===== src/rtl/rtc_read_ctrl_pkg.sv =====
// Shared definitions for the RTC multiplexed-bus read controller.
package rtc_read_ctrl_pkg;

    localparam int unsigned T_PHASE_DEFAULT = 4;
    localparam int unsigned CNT_W           = 8;

    typedef enum logic [2:0] {
        IDLE = 3'd0,
        ADDR = 3'd1,
        TURN = 3'd2,
        READ = 3'd3,
        DONE = 3'd4
    } state_t;

endpackage


===== src/rtl/rtc_read_ctrl_phase_timer.sv =====
// Loadable down counter timing each bus phase; tc flags the final cycle.
module rtc_read_ctrl_phase_timer
    import rtc_read_ctrl_pkg::*;
(
    input  logic             clk,
    input  logic             reset,
    input  logic             load,
    input  logic [CNT_W-1:0] load_val,
    output logic             tc
);

    logic [CNT_W-1:0] count;

    always_ff @(posedge clk or negedge reset) begin
        if (!reset) begin
            count <= '0;
        end else if (load) begin
            count <= load_val;
        end else if (count != '0) begin
            count <= count - 1'b1;
        end
    end

    assign tc = (count == '0);

endmodule


===== src/rtl/rtc_read_ctrl.sv =====
// RTC register read: address phase, bus turnaround, read phase, one-cycle result.
module rtc_read_ctrl
    import rtc_read_ctrl_pkg::*;
#(
    parameter int unsigned T_PHASE = T_PHASE_DEFAULT
) (
    input  logic       clk,
    input  logic       reset,
    input  logic       start,
    input  logic [7:0] addr,
    input  logic [7:0] ad_in,
    output logic [7:0] ad_out,
    output logic       ad_oe,
    output logic       cs_n,
    output logic       wr_n,
    output logic       rd_n,
    output logic       a_d,
    output logic [7:0] data_out,
    output logic       data_valid,
    output logic       busy
);

    localparam logic [CNT_W-1:0] PHASE_LOAD = CNT_W'(T_PHASE - 1);

    state_t state;
    logic   load;
    logic   tc;

    rtc_read_ctrl_phase_timer u_timer (
        .clk      (clk),
        .reset    (reset),
        .load     (load),
        .load_val (PHASE_LOAD),
        .tc       (tc)
    );

    always_comb begin
        load = 1'b0;
        case (state)
            IDLE:       load = start;
            ADDR, TURN: load = tc;
            default:    load = 1'b0;
        endcase
    end

    // Outputs are set on the edge entering each state so they are all registered.
    always_ff @(posedge clk or negedge reset) begin
        if (!reset) begin
            state      <= IDLE;
            ad_out     <= '0;
            ad_oe      <= 1'b0;
            cs_n       <= 1'b1;
            wr_n       <= 1'b1;
            rd_n       <= 1'b1;
            a_d        <= 1'b0;
            data_out   <= '0;
            data_valid <= 1'b0;
            busy       <= 1'b0;
        end else begin
            case (state)
                IDLE: begin
                    if (start) begin
                        state  <= ADDR;
                        ad_out <= addr;
                        ad_oe  <= 1'b1;
                        cs_n   <= 1'b0;
                        wr_n   <= 1'b0;
                        a_d    <= 1'b0;
                        busy   <= 1'b1;
                    end
                end
                ADDR: begin
                    if (tc) begin
                        state <= TURN;
                        ad_oe <= 1'b0;
                        cs_n  <= 1'b1;
                        wr_n  <= 1'b1;
                        a_d   <= 1'b1;
                    end
                end
                TURN: begin
                    if (tc) begin
                        state <= READ;
                        cs_n  <= 1'b0;
                        rd_n  <= 1'b0;
                    end
                end
                READ: begin
                    if (tc) begin
                        state      <= DONE;
                        cs_n       <= 1'b1;
                        rd_n       <= 1'b1;
                        a_d        <= 1'b0;
                        data_out   <= ad_in;
                        data_valid <= 1'b1;
                    end
                end
                DONE: begin
                    state      <= IDLE;
                    data_valid <= 1'b0;
                    busy       <= 1'b0;
                end
                default: begin
                    state      <= IDLE;
                    ad_oe      <= 1'b0;
                    cs_n       <= 1'b1;
                    wr_n       <= 1'b1;
                    rd_n       <= 1'b1;
                    a_d        <= 1'b0;
                    data_valid <= 1'b0;
                    busy       <= 1'b0;
                end
            endcase
        end
    end

endmodule

===== config.mk =====
export PLATFORM = sky130hd
export DESIGN_NAME = rtc_read_ctrl
export DESIGN_NICKNAME = d
export VERILOG_FILES = /design/src/rtl/rtc_read_ctrl_pkg.sv /design/src/rtl/rtc_read_ctrl_phase_timer.sv /design/src/rtl/rtc_read_ctrl.sv
export SDC_FILE = /design/constraint.sdc
export NUM_CORES = 1
export LEC_CHECK = 0
export ABC_CLOCK_PERIOD_IN_PS = 4500
export BUFFER_PORTS_ARGS = -buffer_cell sky130_fd_sc_hd__buf_2
export CORE_UTILIZATION = 55
export DETAILED_ROUTE_END_ITERATION = 8
export PLACE_DENSITY_LB_ADDON = 0.1
export SYNTH_ARGS = -nofsm -noshare
export SYNTH_HDL_FRONTEND = slang
export SYNTH_SLANG_ARGS = --single-unit

===== constraint.sdc =====
create_clock -name clk -period 4.5 [get_ports clk]
set_clock_uncertainty 0.15 [all_clocks]
set_input_delay 0.45 -clock clk [delete_from_list [all_inputs] [get_ports clk]]
set_output_delay 0.45 -clock clk [all_outputs]
set_load 0.05 [all_outputs]

==> metrics, run 1 <==
Root Driver=clkbuf_4; die area=3132 um2; post-synthesis sequential area ratio=53.36%; Final setup viols=0; Area Overhead vs Synth=16.72%; Worst-Skew Late Latency=0.34 ns; Via density=5.682; Arr. time, crit path=2.40 ns; Max-cap violations=0; initial antenna violation count=0; vias in the first global route=1314; CTS clk-pin slew, worst paths=0.11 ns; Total Wirelength=3176 um; synth warn=0; routed vias=1199; Antenna Cells=0; layout cell share with drive strength beyond 1=42.78%; Async S/R FF share, synth=100.0%; hold buffers post-CTS=0; worst min path class=in -> async; FF-to-FF Start=u_timer.count[0]; worst endpoint required time=4.60 ns; core box area=2758 um2; setup repair bufs after CTS=0; violated checks=negative hold slack; gr ovfl total=0; headroom to the max-slew limit=51.02%; IO Port Bufs=41; largest area contributor in the netlist=dfrtp_1; worst setup path startpoint=u_timer.count[0]; DP Wirelength=2334 um; Syn Nets=155; max-slew violations=0; crit path max fanout=5; CTS tree=yes; post-route ant nets=0; io pins=42; Max Buffers Root-to-Sink=2; RSZ-0062 raised after global routing=false; All-Layer GR Usage=23.90%; part of the cycle the worst path needs=51.15%; Most used DFF post-synth=dfrtp_1; min Tclk post-route=2.302 ns; Setup CP Type=reg -> reg; number of synthesized flops with an enable pin=0; setup TNS=0 ns; CTS Buf Count=5; Nets=200; actual slew at the worst max-slew pin=0.7286 ns; status=finished with violations; Final Util=67.79%; # rows=19; 1st-pass router iterations=4; post-DR wirelength/cell=15.05 um; Mapped Cells=134; fill count=219; top post-synthesis cells by area=dfrtp_1 48%, mux2_2 11%, dfstp_2 4.9%; Critical Path Sink Type=register; H-tree lvl count=2; die outline width=55.96 um; Remaining DRCs=0; DR iter-0 viols=50; Fmax=434.5 MHz; Final GP Congestion=0.9127; Post-CTS Resized=0; Hold Fails Final Rpt=1; Starting Density=58.08%; list of most frequent post-synthesis cells=31 x dfrtp_1, 16 x mux2_2, 12 x nand2_1; FF-to-FF setup slack=2.20 ns; count leader, synth=dfrtp_1; Seq cells post-synth=34; top-area cell type share of the netlist area=48.44%; hold_ws=-0.00007994 ns; largest net degree at the start of global routing=35; Avg Cell Area, Syn=11.95 um2; clock tree sinks=34; Netlist cell types=40; Mapped Area=1602 um2; crit start category=register; wire length of the first global-routing pass=5671 um; DIE HEIGHT=55.96 um
## worst paths after layout
kind	end	depth (start not counted)
min in group clk	ad_out[2]	2
min	u_timer.count[2]	1
min reg2reg	busy	1
max in group asynchronous	data_out[7]	1
max	a_d	6
max reg2reg	a_d	6
## metrics by stage
| stage | instance area [um2] | worst slack (ns) | std cells | hold WS (ns) |
|---|---|---|---|---|
| after CTS | 1869 | 2.189 | 211 | 0.02557 |
| after floorplan | 1602 | 2.416 | 134 | 0.004409 |
| after detailed placement | 1809 | 2.212 | 203 | 0.3175 |
| final | 1869 | 2.198 | 211 | -0.00007994 |
| after global routing | 1869 | 1.980 | 211 | 0.05986 |
| after global placement | 1809 | 2.306 | 203 | 0.3123 |
## final cells by class
| class | instances | area [um2] | share of cell area [%] |
|---|---|---|---|
| flip-flops and latches | 34 | 854.6 | 45.72 |
| multi-input cells | 90 | 684.4 | 36.61 |
| repair buffers | 41 | 205.2 | 10.98 |
| clock buffers | 7 | 55.05 | 2.945 |
| well taps | 31 | 38.79 | 2.075 |
| inverters | 7 | 26.28 | 1.406 |
| clock inverters | 1 | 5.005 | 0.2677 |
## registers in the layout, indices dropped and copies added, names as in the netlist
signal	flops
a_d	1
ad_oe	1
ad_out	8
busy	1
cs_n	1
data_out	8
data_valid	1
rd_n	1
state	3
u_timer.count	8
wr_n	1
## per-layer routing
| metal | global-route usage, % | part of all wire (%) | vias up | wire length [um] |
|---|---|---|---|---|
| li1 | - | - | 566 | - |
| met1 | 27.24 | 40 | 583 | 1282 |
| met2 | 41.16 | 52 | 41 | 1654 |
| met3 | 5.349 | 4.9 | 9 | 157 |
| met4 | 13.59 | 2.6 | 0 | 82 |
| met5 | 0 | 0 | - | 0 |
## critical path: stages (launching register included)
cell and delay [ns]:
dfrtp_1 0.41, inv_1 0.13, ha_1 0.24, or3b_2 0.53, nor3_1 0.43, a21oi_1 0.08
o31ai_1 0.24
## cell families after synthesis
kind of cell / after synthesis / synth area share, %
AND/OR/NAND/NOR: 44 / 16.09
flip-flops: 34 / 53.36
AO/OA/AOI/OAI: 23 / 10.86
multiplexers: 19 / 13.12
buffers and inverters: 10 / 3.906
XOR/XNOR: 2 / 1.094
adder cells (fa/ha/maj): 2 / 1.562
## placed cells by master, fill, tap and decap left out, drive strengths merged, types with 2 or more instances in the layout
master	Yosys	final
nor2	11	11
or3	2	2
ha	2	2
a21oi	10	10
mux2	16	16
nand3	2	2
o31ai	3	3
nand2	12	12
a31oi	2	2
dfstp	3	3
mux2i	3	3
inv	7	7
nand2b	2	2
buf	2	41
nor3	4	4
clkbuf	1	7
dfrtp	31	31
and3	3	3
Power of run 1 is left out: the tool's default activity adds up to more than one toggle a clock period on the data nets, which glitch-free logic cannot reach.
==> inputs of run 2 (changes only) <==
ABC_CLOCK_PERIOD_IN_PS = 2100   (was 4500)
CORE_UTILIZATION = 46   (was 55)
clock period = 2.1 ns   (was 4.5 ns; I/O delays follow)
==> metrics, run 2 (synthesized netlist as in run 1, its figures left out) <==
part of the cycle the worst path needs=93.49% (+42 points); Area Overhead vs Synth=39.37%; 1st-pass router iterations=4 (unchanged); crit start category=register; commonest non-fill, non-tap cell in the layout=buf_2; Root Driver=clkbuf_4; clock tree sinks=34 (unchanged); Arr. time, crit path=2.09 ns (-0.31 ns); All-Layer GR Usage=22.00% (-1.9 points); Final Util=66.89% (-0.89 points); Fmax=509.3 MHz (+17%); Critical Path Sink Type=register; Max-cap violations=0 (unchanged); Antenna Cells=0 (unchanged); initial antenna violation count=0 (unchanged); fin area=2232 um2 (+19%); die area=3722 um2 (+19%); Max Buffers Root-to-Sink=2 (unchanged); DR iter-0 viols=61 (+22%); largest net degree at the start of global routing=35 (unchanged); Final GP Congestion=0.8324 (-8.8%); gr ovfl total=0 (unchanged); actual slew at the worst max-slew pin=0.7275 ns (-0.001148 ns); worst min path class=in -> reg; CTS clk-pin slew, worst paths=0.11 ns (about the same); IO Port Bufs=41 (unchanged); Nets=233 (+17%); Setup CP Type=reg -> reg; layout cell share with drive strength beyond 1=46.01% (+3.2 points); io pins=42 (unchanged); worst endpoint required time=2.23 ns (-2.37 ns); DIE HEIGHT=61.01 um (+9.0%); die outline width=61.01 um (+9.0%); CTS tree=yes; post-DR wirelength/cell=14.01 um (-6.9%); Final setup viols=0 (unchanged); crit path max fanout=8 (+3); DP Wirelength=2357 um (+0.97%); headroom to the max-slew limit=51.50% (+0.48 points); CTS Buf Count=5 (unchanged); Via density=4.919 (-13%); Remaining DRCs=0 (unchanged); Largest regs=ad_out (8), data_out (8), u_timer.count (8); vias in the first global route=1277 (-2.8%); pwr dens=1707 nW/um2; wire length of the first global-routing pass=5796 um (+2.2%); # rows=21 (+2); core box area=3337 um2 (+21%); leak pwr=1.029 nW; hold_ws=0.1701 ns (+0.1701 ns); Final Power=3.810 mW; H-tree lvl count=2 (unchanged); routed vias=1274 (+6.3%); most frequent cells in the layout=41 x buf_2, 31 x dfrtp_1, 17 x dlygate4sd3_1; area of placed instances=1933 um2 (+6.8%); Total Wirelength=3629 um (+14%); RSZ-0062 raised after global routing=false; Hold Fails Final Rpt=0 (-1); status=finished, final reports clean; min Tclk post-route=1.963 ns (-0.3384 ns); Worst-Skew Late Latency=0.34 ns (about the same); max-slew violations=0 (unchanged); post-route ant nets=0 (unchanged); Starting Density=47.99% (-10 points); Peak VDD IR=0.8925 mV; setup TNS=0 ns (unchanged)
-- run 2: changes by cell type in the layout (fill, tap and decap cells not counted), sizes merged --
cell / delta
dlygate4sd3: +17
buf: +15
clkbuf: +1
clkinv: -1
nand4: +1
-- run 2: path summary, 6_finish.rpt --
check	from	endpoint	slack, ns	cells after the start
min	start	wr_n	0.17	5
max in group asynchronous	reset	busy	1.02	2
max reg2reg	u_timer.count[0]	u_timer.count[1]	0.14	8
min in group asynchronous	reset	u_timer.count[5]	0.30	2
max	u_timer.count[0]	u_timer.count[1]	0.14	8
min reg2reg	state[2]	state[1]	0.34	1
-- run 2: timing repair --
item	CTS	global route
hold endpoints to repair	47	0
endpoints found under the setup margin	0	20
resized for setup	0	7
buffers inserted	0	1
hold buffers	17	0
-- run 2: cell type report --
type                    instances  area, um2
multi-input cells              91      726.9
flip-flops and latches         34      854.6
inverters                       7      26.28
clock buffers                   8      78.83
repair buffers                 73      488.0
fillers                       275       1105
well taps                      46      57.56
-- run 2: routing by layer --
layer	up-vias	GRT usage, %	share of wire [%]
li1	633	-	-
met1	603	27.38	44
met2	35	36.58	52
met3	3	6.397	4.2
met4	0	7.792	0.44
met5	-	0	0
-- run 2: power breakdown --
part	internal, mW	switching, mW
clock	0.229	0.217
combinational	0.757	1.39
sequential	0.984	0.229
total	1.97	1.84
-- run 2: worst max-delay path, cell delays in order, from the launching register on --
cell and delay, ns:
dfrtp_1 0.41, inv_2 0.09, ha_4 0.14, buf_4 0.12, nor4bb_4 0.18, buf_4 0.16, a21oi_2 0.07, o32ai_4 0.42
or2_1 0.16
-- run 2: through the flow --
stage	instances	setup WS [ns]
after CTS	257	0.006710
after global placement	232	0.09812
after global routing	259	0.0001572
after floorplan	134	0.01607
after detailed placement	232	0.02740
final	259	0.1367
Note: power is estimated with default switching activity, not from simulation.
